==> src/rtl/patseq_pkg.sv <==
`default_nettype none
// ============================================================================
//  Module      : patseq_pkg
//  Description : Shared types and helpers for the pattern sequence generator.
//                Provides the symbol enumeration used on o_sequence and a
//                helper that returns the number of non-IDLE output symbols
//                emitted by one complete sequence.
//  Revision    : 1.0 - initial release
// ============================================================================
package patseq_pkg;

   typedef enum logic [1:0] {
      IDLE = 2'd0,
      A    = 2'd1,
      B    = 2'd2,
      C    = 2'd3
   } states_t;

   // Output symbols of one full sequence, excluding IDLE:
   // NUM_A A's, (NUM_A-1) runs of NUM_B B's, one closing C.
   function automatic int unsigned seq_len(input int unsigned num_a,
                                           input int unsigned num_b);
      return num_a + (num_a - 1) * num_b + 1;
   endfunction

endpackage
`default_nettype wire

==> src/rtl/pattern_seq_gen_sva.sv <==
`default_nettype none
// ============================================================================
//  Module      : pattern_seq_gen_sva
//  Description : Passive property checker for pattern_seq_gen. Observes all
//                top-level I/O and keeps its own count of A symbols seen on
//                o_sequence since the last IDLE output.
//  Ports       : i_clk, i_rst, i_req, i_abort - generator inputs (observed)
//                i_sequence, i_running, i_done, i_a_seen - generator outputs
//  Revision    : 1.0 - initial release
// ============================================================================
module pattern_seq_gen_sva
   import patseq_pkg::*;
#(
   parameter int NUM_A = 2,
   parameter int NUM_B = 3
) (
   input logic                         i_clk,
   input logic                         i_rst,
   input logic                         i_req,
   input logic                         i_abort,
   input states_t                      i_sequence,
   input logic                         i_running,
   input logic                         i_done,
   input logic [$clog2(NUM_A+1)-1:0]   i_a_seen
);

   localparam int AW = $clog2(NUM_A + 1);
   localparam logic [AW-1:0] c_a_max = AW'(NUM_A);
   localparam int c_len = int'(seq_len(NUM_A, NUM_B));

   logic [AW-1:0] mon_cnt_q, mon_cnt_d;
   int            run_len_q, run_len_d;

   // A symbols seen since the output last showed IDLE, and the number of
   // consecutive running cycles already elapsed before the current one.
   always_comb begin
      mon_cnt_d = mon_cnt_q;
      run_len_d = run_len_q;
      if (i_sequence == IDLE) begin
         mon_cnt_d = '0;
         run_len_d = 0;
      end else begin
         run_len_d = run_len_q + 1;
         if (i_sequence == A && mon_cnt_q < c_a_max) begin
            mon_cnt_d = mon_cnt_q + AW'(1);
         end
      end
   end

   always_ff @(posedge i_clk) begin
      if (i_rst) begin
         mon_cnt_q <= '0;
         run_len_q <= 0;
      end else begin
         mon_cnt_q <= mon_cnt_d;
         run_len_q <= run_len_d;
      end
   end

   

   
   
   
   
   
   

   
   
   

endmodule
`default_nettype wire

==> src/rtl/pattern_seq_gen.sv <==
`default_nettype none
// ============================================================================
//  Module      : pattern_seq_gen
//  Description : Parametrised pattern generator. On request emits
//                A (B x NUM_B, A) x (NUM_A-1), C on a registered symbol
//                output, with abort, a completion pulse and an A counter.
//  Ports       : i_clk      - clock, rising edge
//                i_rst      - synchronous active-high reset
//                i_req      - start request, honoured only while idle
//                i_abort    - synchronous abort back to IDLE
//                o_sequence - current symbol (registered)
//                o_running  - high while o_sequence != IDLE
//                o_done     - one-cycle pulse coincident with C
//                o_a_seen   - A symbols emitted in current sequence
//  Config      : PATSEQ_SVA_EN - instantiates pattern_seq_gen_sva checker
//  Revision    : 1.0 - initial release
// ============================================================================
module pattern_seq_gen
   import patseq_pkg::*;
#(
   parameter int NUM_A = 2,
   parameter int NUM_B = 3
) (
   input  logic                         i_clk,
   input  logic                         i_rst,
   input  logic                         i_req,
   input  logic                         i_abort,
   output states_t                      o_sequence,
   output logic                         o_running,
   output logic                         o_done,
   output logic [$clog2(NUM_A+1)-1:0]   o_a_seen
);

   localparam int AW = $clog2(NUM_A + 1);
   localparam int BW = $clog2(NUM_B + 1);
   localparam logic [AW-1:0] c_a_last = AW'(NUM_A - 1);
   localparam logic [AW-1:0] c_a_max  = AW'(NUM_A);
   localparam logic [BW-1:0] c_b_last = BW'(NUM_B - 1);

   states_t       ps_q, ps_d;
   logic [AW-1:0] a_cnt_q, a_cnt_d;
   logic [BW-1:0] b_cnt_q, b_cnt_d;

   states_t       seq_q, seq_d;
   logic          run_q, run_d;
   logic          done_q, done_d;
   logic [AW-1:0] a_seen_q, a_seen_d;

   // Symbol sequencer
   always_comb begin
      ps_d    = ps_q;
      a_cnt_d = a_cnt_q;
      b_cnt_d = b_cnt_q;
      if (i_abort) begin
         ps_d    = IDLE;
         a_cnt_d = '0;
         b_cnt_d = '0;
      end else begin
         case (ps_q)
            IDLE: begin
               if (i_req) begin
                  ps_d = A;
               end
            end
            A: begin
               if (a_cnt_q == c_a_last) begin
                  ps_d    = C;
                  a_cnt_d = '0;
               end else begin
                  ps_d    = B;
                  a_cnt_d = a_cnt_q + AW'(1);
               end
            end
            B: begin
               if (b_cnt_q == c_b_last) begin
                  ps_d    = A;
                  b_cnt_d = '0;
               end else begin
                  b_cnt_d = b_cnt_q + BW'(1);
               end
            end
            C: begin
               ps_d = IDLE;
            end
            default: begin
               ps_d = IDLE;
            end
         endcase
      end
   end

   // Output stage: one register behind ps. o_a_seen advances in the same
   // cycle o_sequence becomes A, so it reads NUM_A throughout the C cycle.
   always_comb begin
      seq_d    = ps_q;
      run_d    = (ps_q != IDLE);
      done_d   = (ps_q == C);
      a_seen_d = a_seen_q;
      if (ps_q == IDLE) begin
         a_seen_d = '0;
      end else if (ps_q == A && a_seen_q < c_a_max) begin
         a_seen_d = a_seen_q + AW'(1);
      end
   end

   always_ff @(posedge i_clk) begin
      if (i_rst) begin
         ps_q     <= IDLE;
         a_cnt_q  <= '0;
         b_cnt_q  <= '0;
         seq_q    <= IDLE;
         run_q    <= 1'b0;
         done_q   <= 1'b0;
         a_seen_q <= '0;
      end else begin
         ps_q     <= ps_d;
         a_cnt_q  <= a_cnt_d;
         b_cnt_q  <= b_cnt_d;
         seq_q    <= seq_d;
         run_q    <= run_d;
         done_q   <= done_d;
         a_seen_q <= a_seen_d;
      end
   end

   assign o_sequence = seq_q;
   assign o_running  = run_q;
   assign o_done     = done_q;
   assign o_a_seen   = a_seen_q;

`ifdef PATSEQ_SVA_EN
   pattern_seq_gen_sva #(
      .NUM_A (NUM_A),
      .NUM_B (NUM_B)
   ) u_sva (
      .i_clk      (i_clk),
      .i_rst      (i_rst),
      .i_req      (i_req),
      .i_abort    (i_abort),
      .i_sequence (seq_q),
      .i_running  (run_q),
      .i_done     (done_q),
      .i_a_seen   (a_seen_q)
   );
`endif

endmodule
`default_nettype wire

==> config.mk <==
export PLATFORM = sky130hd
export DESIGN_NAME = pattern_seq_gen
export DESIGN_NICKNAME = d
export VERILOG_FILES = /design/src/rtl/patseq_pkg.sv /design/src/rtl/pattern_seq_gen_sva.sv /design/src/rtl/pattern_seq_gen.sv
export SDC_FILE = /design/constraint.sdc
export NUM_CORES = 1
export LEC_CHECK = 0
export ABC_AREA = 1
export CORE_AREA = 2 2 39 41
export DETAILED_ROUTE_END_ITERATION = 7
export DIE_AREA = 0 0 41 43
export PLACE_DENSITY = 0.62
export SLEW_MARGIN = 15
export SYNTH_ARGS = -nofsm -noshare
export SYNTH_HDL_FRONTEND = slang
export SYNTH_SLANG_ARGS = --single-unit
==> constraint.sdc <==
create_clock -name i_clk -period 1 [get_ports i_clk]
set_input_delay 0.2 -clock i_clk [delete_from_list [all_inputs] [get_ports i_clk]]
set_output_delay 0.2 -clock i_clk [all_outputs]
set_load 0.02 [all_outputs]
Word level (Yosys, flattened, before mapping) --
Index checks and enable logic that the tools add are counted.
Storage, ports and cells: logic and storage cells 30, register bits 12, input port bits 4, output and inout bits 6
Cells by class: add/subtract/negate cells 3, multiplexer cells 6, equality and inequality tests 7, order comparisons 1, reductions and logical operators 6
Operators by type and width (count):
- $mux W2 | 4
- $pmux W2 S4 | 1
- $add A2 B1 Y2 const B | 3
- $eq A2 B2 Y1 const B | 3
- $eq A2 B1 Y1 const B | 2
- $ne A2 B2 Y1 const B | 2
- $reduce_or A2 Y1 | 2
- $logic_not A2 Y1 | 1
- $lt A2 B2 Y1 const B | 1
- $reduce_and A2 Y1 | 1
- $reduce_bool A2 Y1 | 1
- $logic_and A1 B1 Y1 | 1
- $mux W1 | 1

Depth between registers and ports, before layout --
Gate-level depths: netlist (run 1).
depth after elaboration 3, mapped depth 5, gate-level depth less buffers 5

Worst setup path before layout (run 1) --
OpenSTA, ideal clock, no wires.
kind reg-to-reg, start point register ps_q[1], end point register ps_q[0], path slack 0.129 ns, buffers on the path 0, stages on the path, launching flop included 6, data arrival time 0.756 ns, period minus slack after synthesis 0.871 ns, library setup time 0.115 ns, required time 0.885 ns, path through dfxtp_1 > inv_2 > nor2_1 > nand2_1 > nand3_1 > nor2_1
On the way: word-level cells in the longest chain between the ends 3, elaborated cells on any way between the ends 8, those cells by class eq/ne: 5; mux: 1; reduce/logical: 2
Ends and longest elaborated chain:
- start, declared | RTL line pattern_seq_gen.sv:40 | states_t ps_q, ps_d;
- start signal, assigned | RTL line pattern_seq_gen.sv:116 | ps_q <= ps_d;
- $eq A2 B2 Y1 / $logic_not A2 Y1 (equally long branches) | RTL line pattern_seq_gen.sv:59 | case (ps_q)
- $ne A2 B2 Y1 (no line)
- $reduce_and A2 Y1 (no line)
Parallel ways exist; a longest one is shown, timed or not. A chain may end at the register's enable or synchronous reset.

Worst setup path after layout (run 1) --
start point register a_seen_q[1] (netlist: o_a_seen[1]), end point output port o_a_seen[1]
RTL lines:
- start, declared | RTL line pattern_seq_gen.sv:47 | logic [AW-1:0] a_seen_q, a_seen_d;
- start signal, assigned | RTL line pattern_seq_gen.sv:122 | a_seen_q <= a_seen_d;
- end, declared | RTL line pattern_seq_gen.sv:31 | output logic [$clog2(NUM_A+1)-1:0] o_a_seen
No word-level cell between the ends.

==> results of run 1 <==
## logic make-up (layout without fill, tap and decap cells)
logic type             count (synthesis)  count (layout)  synth area share, %
DFF                                   12              12                 55.2
and+or+nand+nor                       31              31                 27.9
AOI/OAI and AO/OA                      6               6                 8.33
buffers and inverters                 10              27                 8.62
## sequential cells by signal (all words and copies together), names as in the netlist
register and cells:
b_cnt_q 2, o_a_seen 2, o_done 1, o_sequence 2, o_running 1, a_cnt_q 2
ps_q 2
## per-stage QoR
step,hold slack [ps],power [mW]
2_1_floorplan,272,0.542
3_3_place_gp,419,0.581
3_5_place_dp,422,0.582
4_1_cts,434,0.860
5_1_grt,448,0.891
6_report,433,0.856
## cell usage in the layout (no fill, tap or decap)
cell and instances:
nand3_1 3, nor2_2 1, inv_1 9, a21oi_1 1, buf_4 5, inv_2 1
nand2_1 8, a21boi_2 1, dfxtp_2 1, o21ai_0 3, dfxtp_1 11, buf_2 6
nor2_1 18, clkdlybuf4s50_1 3, clkbuf_4 3, nor3_1 1, o21ai_1 1
## area by class of cell
| cell class | count | area, sq um | share of cell area, % |
|---|---|---|---|
| multi-input cells | 37 | 160 | 27.6 |
| repair buffers | 14 | 97.6 | 16.8 |
| inverters | 10 | 37.5 | 6.48 |
| clock buffers | 3 | 22.5 | 3.89 |
| flip-flops and latches | 12 | 241 | 41.7 |
| well taps | 16 | 20.0 | 3.46 |
## worst paths after layout
| kind | to | slack, ps | depth (start not counted) | start |
|---|---|---|---|---|
| setup / recovery | o_a_seen[1] | 50 | 1 | o_a_seen[1]$_SDFFE_PP0P_ |
| hold / removal | a_cnt_q[1]$_SDFFE_PP0N_ | 430 | 2 | a_cnt_q[1]$_SDFFE_PP0N_ |
| setup reg to reg | ps_q[0]$_SDFFE_PP0P_ | 100 | 5 | ps_q[1]$_SDFFE_PP0P_ |
| hold reg to reg | a_cnt_q[1]$_SDFFE_PP0N_ | 430 | 2 | a_cnt_q[1]$_SDFFE_PP0N_ |
## per-layer routing
metal,vias to the layer above,share of wire [%],global-route usage [%]
li1,214,-,-
met1,165,48,15.2
met2,7,45,15.6
met3,2,6.1,3.14
met4,0,1.2,10.0
met5,-,0,0
## power by group through the flow
stage                     clock (mW)  sequential (mW)  combinational [mW]
after floorplan                    0            0.509              0.0323
after global placement             0            0.504              0.0763
after detailed placement           0            0.505              0.0767
after CTS                      0.293            0.494              0.0732
after global routing           0.313            0.495              0.0834
final                          0.288            0.494              0.0744
## what timing repair did
action,in CTS,in global routing
gates resized for setup,24,3
hold endpoints to repair,0,0
pin swaps,0,0
hold buffers,0,0
endpoints found under the setup margin,6,3
==> qor.yml, run 1 <==
cellInternalPower_mw: 0.661
antennaDiodeCount: 0
portBuffers: 9
cpLargestDelayFamily: "flip-flops"
overflow: 0
gp_congestion: 0.768
worstMarginPinSlew_ps: 179
layout-drive-gt1-share_pct: 23.7
yosys_warnings: 0
postCtsSetupBuffers: 0
core_area_sq_um: 1380
grt_pass1_wl_um: 1370
num_rows: 14
post-place-cells: 89
cp_max_fo: 2
antenna_found_initial: 0
ys_seq_elements: 12
layout.nets: 82
fp.dieH_um: 43
cap_viol_max_count: 0
postSynthAreaPerCell_sq_um: 7.38
power_frac_clock_pct: 33.6
async_flop_share_pct: 0
end_kind: "output pin"
fillers: 147
status: "finished, final reports clean"
design_area_sq_um: 579
leakage_nw: 0.264
routed_via_density: 4.22
synth-seq-area-share_pct: 55.2
chipWidth_um: 41
clk_path_buf_depth: 2
hold_viol: 0
pin_count: 10
start_util_pct: 31.5
detail_route.wl_per_cell_um: 8.88
hpwl_um: 634
ys.flop_type: "dfxtp_1"
clk_latency_ps: 260
synth.distinct_cells: 10
fin_skew_ps: 1.48
grt_pass1_vias: 354
switching_power_mw: 0.195
cts_tree: "yes"
area_growth_pct: 33.0
arrival_ps: 750
critical_path.cell_chain: "buf_2"
final_cell_count_no_fill: 92
synth_area_sq_um: 435
setup_tns_ps: 0
synth_top_area_cell: "dfxtp_1"
min_period_over_period_pct: 95.1
numCtsBuffers: 3
yosys.cell_count.top_type: "nor2_1"
period_needed_ps: 951
critPathKind: "flip-flop to output pin"
netlist.area_leader.share_pct: 55.2
max_slew_margin_pct: 88.0
netlist_top_cells_area: "dfxtp_1 55%, nor2_1 16%, inv_1 7.8%"
ctsRootBufferMaster: "clkbuf_4"
synth_cells: 59
place_ws_ps: -186
utilization_pct: 41.9
peakVddDrop_uv: 556
dieArea_sq_um: 1760
max_stage_delay_ps: 330
synth_commonest_cells: "19 x nor2_1, 12 x dfxtp_1, 9 x inv_1, 8 x nand2_1, 4 x o21ai_0"
cts.htree.levels: 1
start_kind: "flip-flop"
grt_max_degree: 7
max_freq_mhz: 1050
vias: 388
clock-sinks: 12
finalWorstSetupSlack_ps: 49.1
hp-class: "flip-flop to flip-flop"
crit_buf_inv: 1
clkSlewWorstSetupHoldPaths_ps: 70
post_dp_cell_area_sq_um: 583
dr.pass1.iters: 3
swShare_pct: 22.7
drt_iter0_drc: 9
wirelength_um: 817
drc: 0
setup_viol: 0
power.density_nw_per_um2: 1480
detail-route-antenna-nets: 0
grt_usage_pct: 11.8
report.final.slew_viol_count: 0
crit_required_ps: 800
synth_enable_flop_cells: 0
rsz0062_at_grt: "no"
seq_power_share_pct: 57.7
synthesis.nets: 63
comb_power_share_pct: 8.7
slowest_stage: "dfxtp_1"
Note: power is estimated with default switching activity, not from simulation.
==> run 2, diff against run 1 <==
--- a/config.mk
+++ b/config.mk
@@ -10,6 +10,7 @@
 export DETAILED_ROUTE_END_ITERATION = 7
 export DIE_AREA = 0 0 41 43
 export PLACE_DENSITY = 0.62
+export SETUP_SLACK_MARGIN = 0.4
 export SLEW_MARGIN = 15
 export SYNTH_ARGS = -nofsm -noshare
 export SYNTH_HDL_FRONTEND = slang
==> run 2 against run 1 <==
Total power up 17%. Register-to-register slack about the same. First-iteration DRC count down 56%. Critical path type unchanged.
==> qor.yml, run 2 (synthesis results as in run 1) <==
cts_tree: "yes"
antenna_found_initial: 0
critPathKind: "flip-flop to output pin"
place_ws_ps: -251
cts.htree.levels: 1
clock-sinks: 12
grt_usage_pct: 14.2
ctsRootBufferMaster: "clkbuf_4"
gp_congestion: 0.766
rsz0062_at_grt: "yes"
clk_latency_ps: 270
whs_endpoint: "o_sequence[0]$_SDFF_PP0_"
start_util_pct: 31.5
post_dp_cell_area_sq_um: 568
leakage_nw: 0.309
cp_max_fo: 2
reg2reg_slack_ps: 110
r2r-end: "ps_q[1]$_SDFFE_PP0P_"
report.final.slew_viol_count: 0
clkSlewWorstSetupHoldPaths_ps: 80
hold_viol: 0
slowest_stage: "dfxtp_2"
grt_pass1_wl_um: 1620
power_mw: 1.00
end_kind: "output pin"
dr.pass1.iters: 4
finalWorstSetupSlack_ps: 62.9
pin_count: 10
portBuffers: 9
antennaDiodeCount: 0
hold_buffers: 0
vias: 412
numCtsBuffers: 3
clk_path_buf_depth: 2
period_needed_ps: 937
overflow: 0
cpLargestDelayFamily: "flip-flops"
setup_tns_ps: 0
routed_via_density: 4.38
core_area_sq_um: 1380
drt_iter0_drc: 4
min_period_over_period_pct: 93.7
area_growth_pct: 76.4
critical_path.cell_chain: "buf_6"
worstRegToRegCells: 4
detail-route-antenna-nets: 0
design_area_sq_um: 768
final_common_cell: "nor2_1"
fp.dieH_um: 43
utilization_pct: 55.5
arrival_ps: 740
max_freq_mhz: 1070
detail_route.wl_per_cell_um: 10.9
setup_viol: 0
crit_buf_inv: 1
layout.nets: 83
layout-drive-gt1-share_pct: 57.7
fin_skew_ps: 2.23
num_rows: 14
worstMarginPinSlew_ps: 351
whs_path_depth: 2
power.density_nw_per_um2: 1300
peakVddDrop_uv: 571
status: "finished, final reports clean"
final_cell_mix: "12 x nor2_1, 10 x buf_6, 7 x inv_1"
max_stage_delay_ps: 350
cap_viol_max_count: 0
min_from: "i_rst"
grt_max_degree: 8
fillers: 108
rr_startpoint: "ps_q[1]$_SDFFE_PP0P_"
max_slew_margin_pct: 76.6
hp-class: "primary input to flip-flop"
dieArea_sq_um: 1760
chipWidth_um: 41
crit_required_ps: 800
hpwl_um: 635
wirelength_um: 1030
drc: 0
start_kind: "flip-flop"
grt_pass1_vias: 396
==> run 2: power by group <==
| part | switching, mW | leakage, nW | total [mW] | internal (mW) |
|---|---|---|---|---|
| sequential | 0.0147 | 0.102 | 0.500 | 0.485 |
| combinational | 0.0588 | 0.186 | 0.113 | 0.0537 |
| clock | 0.166 | 0.0210 | 0.388 | 0.221 |
| total | 0.240 | 0.309 | 1.00 | 0.760 |
==> run 2: per-stage QoR <==
stage	std cells	hold WS (ps)
2_1_floorplan	59	272
3_3_place_gp	86	418
3_5_place_dp	86	429
4_1_cts	94	349
5_1_grt	94	434
6_report	94	431
==> run 2: timing repair <==
item	4_1_cts	5_1_grt
setup endpoints to repair	18	18
setup buffers	4	0
gates resized for setup	67	10
pin swaps	4	6
==> run 2: final cells by class <==
class / instances / area, sq um / area share [%]
inverter: 10 / 47.5 / 6.19
sequential: 12 / 255 / 33.2
multi-input combinational: 37 / 253 / 32.9
clock buffer: 4 / 36.3 / 4.72
tap: 16 / 20.0 / 2.61
timing repair buffer: 15 / 156 / 20.4
==> run 2: worst max path at each step <==
stage	start	end	cells after the start
detailed placement	i_rst	a_cnt_q[1]$_SDFFE_PP0N_	4
floorplan	ps_q[1]$_SDFFE_PP0P_	ps_q[0]$_SDFFE_PP0P_	5
finish	o_a_seen[1]$_SDFFE_PP0P_	o_a_seen[1]	1
global placement	i_rst	a_cnt_q[0]$_SDFFE_PP0N_	4
global route	o_a_seen[1]$_SDFFE_PP0P_	o_a_seen[1]	1
CTS	o_a_seen[1]$_SDFFE_PP0P_	o_a_seen[1]	1
==> run 2: metal layers <==
metal	wire [um]	track usage, %
met1	384	14.5
met2	571	22.5
met3	41	4.71
met4	31	10.0
met5	0	0
==> run 3, diff against run 2 <==
--- a/config.mk
+++ b/config.mk
@@ -9,6 +9,7 @@
 export CORE_AREA = 2 2 39 41
 export DETAILED_ROUTE_END_ITERATION = 7
 export DIE_AREA = 0 0 41 43
+export MAX_ROUTING_LAYER = met4
 export PLACE_DENSITY = 0.62
 export SETUP_SLACK_MARGIN = 0.4
 export SLEW_MARGIN = 15
==> run 3 against run 2 <==
Critical path depth did not move. Highest routed layer unchanged. Sequential power barely moved. Non-clock buffer count did not move. Maximum frequency barely moved. Clock-buffer cell count did not move. Critical path type unchanged. Sequential cell count did not move. Combinational power barely moved. Global-route usage rose by 0.35 points. Critical endpoint unchanged. Clock skew rose by 0.62 ps.
==> qor.yml, run 3 (synthesis results as in run 1) <==
fillers: 108
vias: 418
multi_input_area_sq_um: 253
clk_path_buf_depth: 2
antenna_found_initial: 0
fin_skew_ps: 2.86
post-place-cells: 86
hp-class: "primary input to flip-flop"
status: "finished, final reports clean"
leakage_nw: 0.309
place_ws_ps: -251
area_growth_pct: 76.4
grt_pass1_vias: 398
critical_path.cell_chain: "buf_6"
overflow: 0
grt_max_degree: 8
grt_pass1_wl_um: 1610
critPathKind: "flip-flop to output pin"
arrival_ps: 740
start_util_pct: 31.5
drt_iter0_drc: 5
regArea_sq_um: 255
report.final.slew_viol_count: 0
min_period_over_period_pct: 93.7
cap_viol_max_count: 0
crit_buf_inv: 1
max_stage_delay_ps: 350
final_cell_mix: "12 x nor2_1, 10 x buf_6, 7 x inv_1"
utilization_pct: 55.5
drc: 0
layout.nets: 83
cts_tree: "yes"
dr.pass1.iters: 4
period_needed_ps: 937
rsz0062_at_grt: "yes"
detail_route.wl_per_cell_um: 11.0
layout-drive-gt1-share_pct: 57.7
start_kind: "flip-flop"
finalWorstSetupSlack_ps: 62.7
clock-sinks: 12
cpLargestDelayFamily: "flip-flops"
dieArea_sq_um: 1760
clk_latency_ps: 270
cts.htree.levels: 1
portBuffers: 9
max_slew_margin_pct: 76.5
worstMarginPinSlew_ps: 353
core_area_sq_um: 1380
setup_viol: 0
cp_max_fo: 2
end_kind: "output pin"
final_common_cell: "nor2_1"
num_rows: 14
fp.dieH_um: 43
gp_congestion: 0.776
numCtsBuffers: 3
antennaDiodeCount: 0
hold_viol: 0
max_freq_mhz: 1070
hpwl_um: 635
peakVddDrop_uv: 573
ctsRootBufferMaster: "clkbuf_4"
final_cell_count_no_fill: 94
chipWidth_um: 41
crit_required_ps: 800
pin_count: 10
routed_via_density: 4.45
slowest_stage: "dfxtp_2"
wirelength_um: 1030
power.density_nw_per_um2: 1300
clkSlewWorstSetupHoldPaths_ps: 80
grt_usage_pct: 14.5
detail-route-antenna-nets: 0
==> run 3: final cells by class <==
| cell class | instances | share of cell area, % |
|---|---|---|
| tap | 16 | 2.61 |
| inverter | 10 | 6.19 |
| timing repair buffer | 15 | 20.4 |
| sequential | 12 | 33.2 |
| clock buffer | 4 | 4.72 |
| multi-input combinational | 37 | 32.9 |
==> run 3: path summary, 6_finish.rpt <==
kind	startpoint	endpoint	slack [ps]	cells after the start
worst min-delay path	i_rst	o_sequence[0]$_SDFF_PP0_	430	2
worst max-delay path	o_a_seen[1]$_SDFFE_PP0P_	o_a_seen[1]	60	1
worst max register to register	ps_q[1]$_SDFFE_PP0P_	ps_q[1]$_SDFFE_PP0P_	110	4
worst min register to register	a_cnt_q[1]$_SDFFE_PP0N_	a_cnt_q[1]$_SDFFE_PP0N_	440	2
==> run 3: stage by stage <==
stage	area, sq um	hold slack (ps)	setup TNS (ps)	power [mW]
after floorplan	443	272	0	0.545
after global placement	568	418	-1780	0.578
after detailed placement	568	429	-2130	0.578
after CTS	728	349	0	0.987
after global routing	768	424	0	1.06
final	768	433	0	1.00
==> run 3: where the power goes <==
group	internal (mW)	switching [mW]	total [mW]
Clock	0.221	0.167	0.388
Sequential	0.485	0.0148	0.500
Combinational	0.0537	0.0590	0.113
==> run 3: metal layers <==
layer	up-vias	GRT usage [%]	wire length, um
met3	2	4.71	43
li1	216	-	-
met1	188	14.5	384
met4	0	10.0	16
met2	12	22.5	588
met5	-	-	0
==> run 3: timing repair <==
action	4_1_cts	5_1_grt
setup buffers	4	0
hold buffers	0	0
pin swaps	4	6
endpoints found under the hold margin	0	0
endpoints found under the setup margin	18	18
resized for setup	67	10
